<file path="config.mk">
export PLATFORM = sky130hd
export DESIGN_NAME = soc_rst_ctrl
export DESIGN_NICKNAME = d
export VERILOG_FILES = /design/src/rtl/soc_rst_pkg.sv /design/src/rtl/rst_sync2.sv /design/src/rtl/soc_rst_ctrl.sv
export SDC_FILE = /design/constraint.sdc
export NUM_CORES = 1
export LEC_CHECK = 0
export ABC_CLOCK_PERIOD_IN_PS = 1900
export CORE_MARGIN = 2
export CORE_UTILIZATION = 47
export CTS_CLUSTER_DIAMETER = 50
export DETAILED_ROUTE_END_ITERATION = 8
export GPL_TIMING_DRIVEN = 0
export PLACE_DENSITY = 0.85
export SYNTH_ARGS = -nofsm -noshare
export SYNTH_HDL_FRONTEND = slang
export SYNTH_SLANG_ARGS = --single-unit
</file>
<file path="constraint.sdc">
create_clock -name i_clk -period 1.9 [get_ports i_clk]
set_clock_uncertainty 0.2 [all_clocks]
set_input_delay 0.38 -clock i_clk [delete_from_list [all_inputs] [get_ports i_clk]]
set_output_delay 0.38 -clock i_clk [all_outputs]
set_load 0.005 [all_outputs]
</file>
<file path="src/rtl/soc_rst_pkg.sv">
// rtl/soc_rst_pkg.sv - shared types and constants for the SoC reset controller
// Contents:
//   rst_state_t  sequencer states ASSERT -> REL_PERIPH -> RUN
//   CAUSE_*      bit positions inside the sticky reset-cause register
package soc_rst_pkg;

  typedef enum logic [1:0] {
    ASSERT     = 2'd0,
    REL_PERIPH = 2'd1,
    RUN        = 2'd2
  } rst_state_t;

  localparam int CAUSE_POR = 0;
  localparam int CAUSE_WDT = 1;
  localparam int CAUSE_SW  = 2;
  localparam int CAUSE_W   = 3;

endpackage

</file>
<file path="src/rtl/rst_sync2.sv">
// rtl/rst_sync2.sv - two-flop synchronizer with a configurable reset value
// Ports:
//   clk    destination clock
//   rst_n  async active-low reset, loads RST_VAL into both flops
//   d      asynchronous input
//   q      synchronized output (2 cycles of latency)
module rst_sync2 #(
  parameter logic RST_VAL = 1'b0
) (
  input  logic clk,
  input  logic rst_n,
  input  logic d,
  output logic q
);

  logic meta;

  always_ff @(posedge clk or negedge rst_n) begin
    if (!rst_n) begin
      meta <= RST_VAL;
      q    <= RST_VAL;
    end else begin
      meta <= d;
      q    <= meta;
    end
  end

endmodule

</file>
<file path="src/rtl/soc_rst_ctrl.sv">
// rtl/soc_rst_ctrl.sv - SoC reset sequencer: gathers reset sources, releases periph then core
// Optional build macro: SOC_RST_CTRL_SYNC_EN (2-flop synchronizers on i_por, i_wdt_rst_req, i_sw_rst_req)
// Ports:
//   i_clk          system clock
//   i_rst_n        async active-low board reset
//   i_por          power-on reset from wrap_por, active-high
//   i_wdt_rst_req  watchdog reset request, active-high
//   i_sw_rst_req   software reset request, active-high
//   i_cause_clr    pulse clearing o_rst_cause
//   o_rst_periph   reset for bus and peripherals, active-high
//   o_rst_core     reset for CPU core, active-high
//   o_rst_cause    sticky cause {sw, wdt, por/ext}
//   o_rst_done     one-cycle pulse on entry to RUN
module soc_rst_ctrl
  import soc_rst_pkg::*;
#(
  parameter int HOLD_CYCLES = 16,
  parameter int CORE_DELAY  = 8
) (
  input  logic               i_clk,
  input  logic               i_rst_n,
  input  logic               i_por,
  input  logic               i_wdt_rst_req,
  input  logic               i_sw_rst_req,
  input  logic               i_cause_clr,
  output logic               o_rst_periph,
  output logic               o_rst_core,
  output logic [CAUSE_W-1:0] o_rst_cause,
  output logic               o_rst_done
);

  localparam int MAX_CNT = (HOLD_CYCLES > CORE_DELAY) ? HOLD_CYCLES : CORE_DELAY;
  localparam int CNT_W   = $clog2(MAX_CNT + 1);
  localparam logic [CNT_W-1:0] HOLD_LAST = CNT_W'(HOLD_CYCLES - 1);
  localparam logic [CNT_W-1:0] CORE_LAST = CNT_W'(CORE_DELAY - 1);
  localparam logic [CAUSE_W-1:0] CAUSE_RST = CAUSE_W'(1 << CAUSE_POR);

  logic por_s;
  logic wdt_s;
  logic sw_s;

`ifdef SOC_RST_CTRL_SYNC_EN
  // POR sync resets to 1 so the board-reset release never looks like a POR-free window.
  rst_sync2 #(.RST_VAL(1'b1)) u_sync_por (
    .clk(i_clk), .rst_n(i_rst_n), .d(i_por), .q(por_s)
  );
  rst_sync2 #(.RST_VAL(1'b0)) u_sync_wdt (
    .clk(i_clk), .rst_n(i_rst_n), .d(i_wdt_rst_req), .q(wdt_s)
  );
  rst_sync2 #(.RST_VAL(1'b0)) u_sync_sw (
    .clk(i_clk), .rst_n(i_rst_n), .d(i_sw_rst_req), .q(sw_s)
  );
`else
  assign por_s = i_por;
  assign wdt_s = i_wdt_rst_req;
  assign sw_s  = i_sw_rst_req;
`endif

  logic req;
  assign req = por_s | wdt_s | sw_s;

  rst_state_t       state, state_nxt;
  logic [CNT_W-1:0] cnt, cnt_nxt;
  logic [CAUSE_W-1:0] cause_set;

  always_ff @(posedge i_clk or negedge i_rst_n) begin
    if (!i_rst_n) begin
      state <= ASSERT;
      cnt   <= '0;
    end else begin
      state <= state_nxt;
      cnt   <= cnt_nxt;
    end
  end

  always_comb begin
    state_nxt = state;
    cnt_nxt   = cnt;
    if (req) begin
      // Any request restarts the whole hold, whatever the current state.
      state_nxt = ASSERT;
      cnt_nxt   = '0;
    end else begin
      unique case (state)
        ASSERT: begin
          if (cnt == HOLD_LAST) begin
            state_nxt = REL_PERIPH;
            cnt_nxt   = '0;
          end else begin
            cnt_nxt = cnt + 1'b1;
          end
        end
        REL_PERIPH: begin
          if (cnt == CORE_LAST) begin
            state_nxt = RUN;
            cnt_nxt   = '0;
          end else begin
            cnt_nxt = cnt + 1'b1;
          end
        end
        RUN: begin
          cnt_nxt = '0;
        end
        default: begin
          state_nxt = ASSERT;
          cnt_nxt   = '0;
        end
      endcase
    end
  end

  // Outputs decode the next state so they switch on the same edge as the state.
  always_ff @(posedge i_clk or negedge i_rst_n) begin
    if (!i_rst_n) begin
      o_rst_periph <= 1'b1;
      o_rst_core   <= 1'b1;
      o_rst_done   <= 1'b0;
    end else begin
      o_rst_periph <= (state_nxt == ASSERT);
      o_rst_core   <= (state_nxt != RUN);
      o_rst_done   <= (state_nxt == RUN) && (state != RUN);
    end
  end

  always_comb begin
    cause_set            = '0;
    cause_set[CAUSE_POR] = por_s;
    cause_set[CAUSE_WDT] = wdt_s;
    cause_set[CAUSE_SW]  = sw_s;
  end

  // A cause arriving in the same cycle as a clear survives the clear.
  always_ff @(posedge i_clk or negedge i_rst_n) begin
    if (!i_rst_n) begin
      o_rst_cause <= CAUSE_RST;
    end else begin
      o_rst_cause <= (i_cause_clr ? '0 : o_rst_cause) | cause_set;
    end
  end

endmodule
</file>
==> flow_metrics.tcl <==
set metrics [dict create \
    finalSetupViolations 0 \
    cts-hold-fix-buffers 0 \
    cts-buffers-inserted 3 \
    fp.dieH_um 40.0 \
    outcome "complete, no violations" \
    layout_common_cells "dfrtp_1, clkdlybuf4s50_1" \
    fin_area_um2 768 \
    cp_num_cells 1 \
    utilization_pct 66.5 \
    grt_max_degree 14 \
    viasPerCell 5.13 \
    cts_setup_buffers 0 \
    numPortBuffers 11 \
    arrival_ps 1280 \
    finalHoldViolCount 0 \
    grt_overflow 0 \
    critPathKind "reg -> out" \
    rows 12 \
    finalHoldWorstSlack_ps 260 \
    synth_cell_types 26 \
    vias 395 \
    cts.sinks 13 \
    cts_htree_levels 1 \
    grt_pass1_vias 362 \
    placed_cells 73 \
    seq_area_frac_synth_pct 54.0 \
    yosys_warnings 0 \
    drt_first_iter_violations 14 \
    layout_commonest_cell "dfrtp_1" \
    fmax_ghz 0.539 \
    synthCells 48 \
    cp_slowest_stage_delay_ps 520 \
    cp-end-kind "primary output" \
    antenna_left 0 \
    synth_area_leaders "dfrtp_1, dfstp_2, ha_1" \
    gp_congestion 0.675 \
    synth_top_area_share_pct 41.1 \
    finalCritPeriodShare_pct 97.7 \
    synth_area_um2 609 \
    cap_violations 0 \
    post-route-drc-count 0 \
    reg2reg_depth 6 \
    p_total_mw 0.490 \
    worst_pin_slew_ps 552 \
    io_pins 12 \
    fin_nets 73 \
    synth-seq-cells 13 \
    initial_core_util_pct 52.7 \
    ir_drop_mv 0.575 \
    cts_tree "built" \
    final_layout_size_suffix_gt1_share_pct 20.6 \
    cts.path.max_buffers 2 \
    wire_per_inst_um 13.6 \
    worst_setup_path_start_kind "flip-flop" \
    slowest_stage "dfstp_2" \
    place_ws_ps 124 \
    synth_fp_nets 57 \
    dp_hpwl_um 801 \
    setup_tns_ps 0 \
    p_leak_nw 0.364 \
    die_area_um2 1600 \
    clock_latency_ps 270 \
    p_per_area_nw_per_um2 638 \
    wl_um 1040 \
    cts_root_buf "clkbuf_4" \
    cp_top_family "flip-flops" \
    hold_path.class "in -> async" \
    path_buf_inv 1 \
    crit_chain "clkdlybuf4s50_1" \
    chipWidth_um 40.0 \
    antenna_found_initial 0 \
    rsz0062_at_grt "no" \
    place_area_um2 737 \
    clk_pin_slew_worst_paths_ps 70 \
    worstPathMaxFanout 1 \
    fin_crit_ps 1860 \
    cp.required_ps 1320 \
    max_slew_margin_pct 63.1 \
    final_cells 77 \
    core-area_um2 1160 \
    syn_area_per_cell_um2 12.7 \
    slew_viol_final 0 \
    setup_slack_ps 43.8 \
    grt_pass1_wl_um 1610 \
    area_growth_pct 26.1 \
    grt_usage_pct 16.2 \
    synth_top_area_cell "dfrtp_1" \
    diodes 0 \
    ctsResizeCount 0 \
    first_pass_iters 4 \
]
## worst paths after layout
kind | slack [ps] | end | start
min in group i_clk | 290 | o_rst_cause[1] | o_rst_cause[1]
max in group asynchronous | 860 | o_rst_core | i_rst_n
hold reg to reg | 290 | o_rst_cause[1] | o_rst_cause[1]
hold / removal | 260 | cnt[3] | i_rst_n
setup reg to reg | 240 | cnt[4] | cnt[0]
setup / recovery | 40 | o_rst_core | o_rst_core
## routing by layer
metal / vias to the layer above / track usage [%] / share of wire [%]
met4: 0 / 5.17 / 0
li1: 200 / - / -
met1: 186 / 16.6 / 41
met5: - / 0 / 0
met2: 9 / 27.0 / 53
met3: 0 / 10.0 / 5.1
## where the power goes
group | total [mW] | leakage, nW | switching [mW] | internal [mW]
clock network | 0.164 | 0.0150 | 0.0826 | 0.0813
logic | 0.0398 | 0.185 | 0.0177 | 0.0221
registers | 0.286 | 0.164 | 0.00301 | 0.283
total | 0.490 | 0.364 | 0.103 | 0.387
## registers in the layout, indices dropped and copies added, names as in the netlist
register      cells
o_rst_done        1
cnt               5
o_rst_periph      1
o_rst_cause       3
o_rst_core        1
state             2
## cell families after synthesis
| group | share of synthesized area, % |
|---|---|
| xor gates and xnor gates | 2.88 |
| buffers and inverters | 1.85 |
| adders and majority gates | 6.16 |
| AOI/OAI and AO/OA | 8.01 |
| and+or+nand+nor | 27.1 |
| DFF | 54.0 |
## layout make-up
| class | instances | area [µm²] |
|---|---|---|
| Clock buffer | 4 | 26.3 |
| Tap cell | 14 | 17.5 |
| Multi-Input combinational cell | 32 | 269 |
| Inverter | 3 | 11.3 |
| Fill cell | 82 | 388 |
| Sequential cell | 13 | 329 |
| Timing Repair Buffer | 11 | 115 |
## cells in the mapped netlist, drive strengths merged
library cell,n
xnor2,1
o21a,2
dfstp,3
nor2b,2
nand2b,2
ha,3
nor2,3
and4,2
o21ai,2
xor2,1
nor4,1
dfrtp,10
nor3,1
nor3b,2
and3,1
nand3,2
and4bb,1
nand2,2
and4b,1
a21o,3
inv,3
No activity file was read; power rests on OpenSTA's default activity.
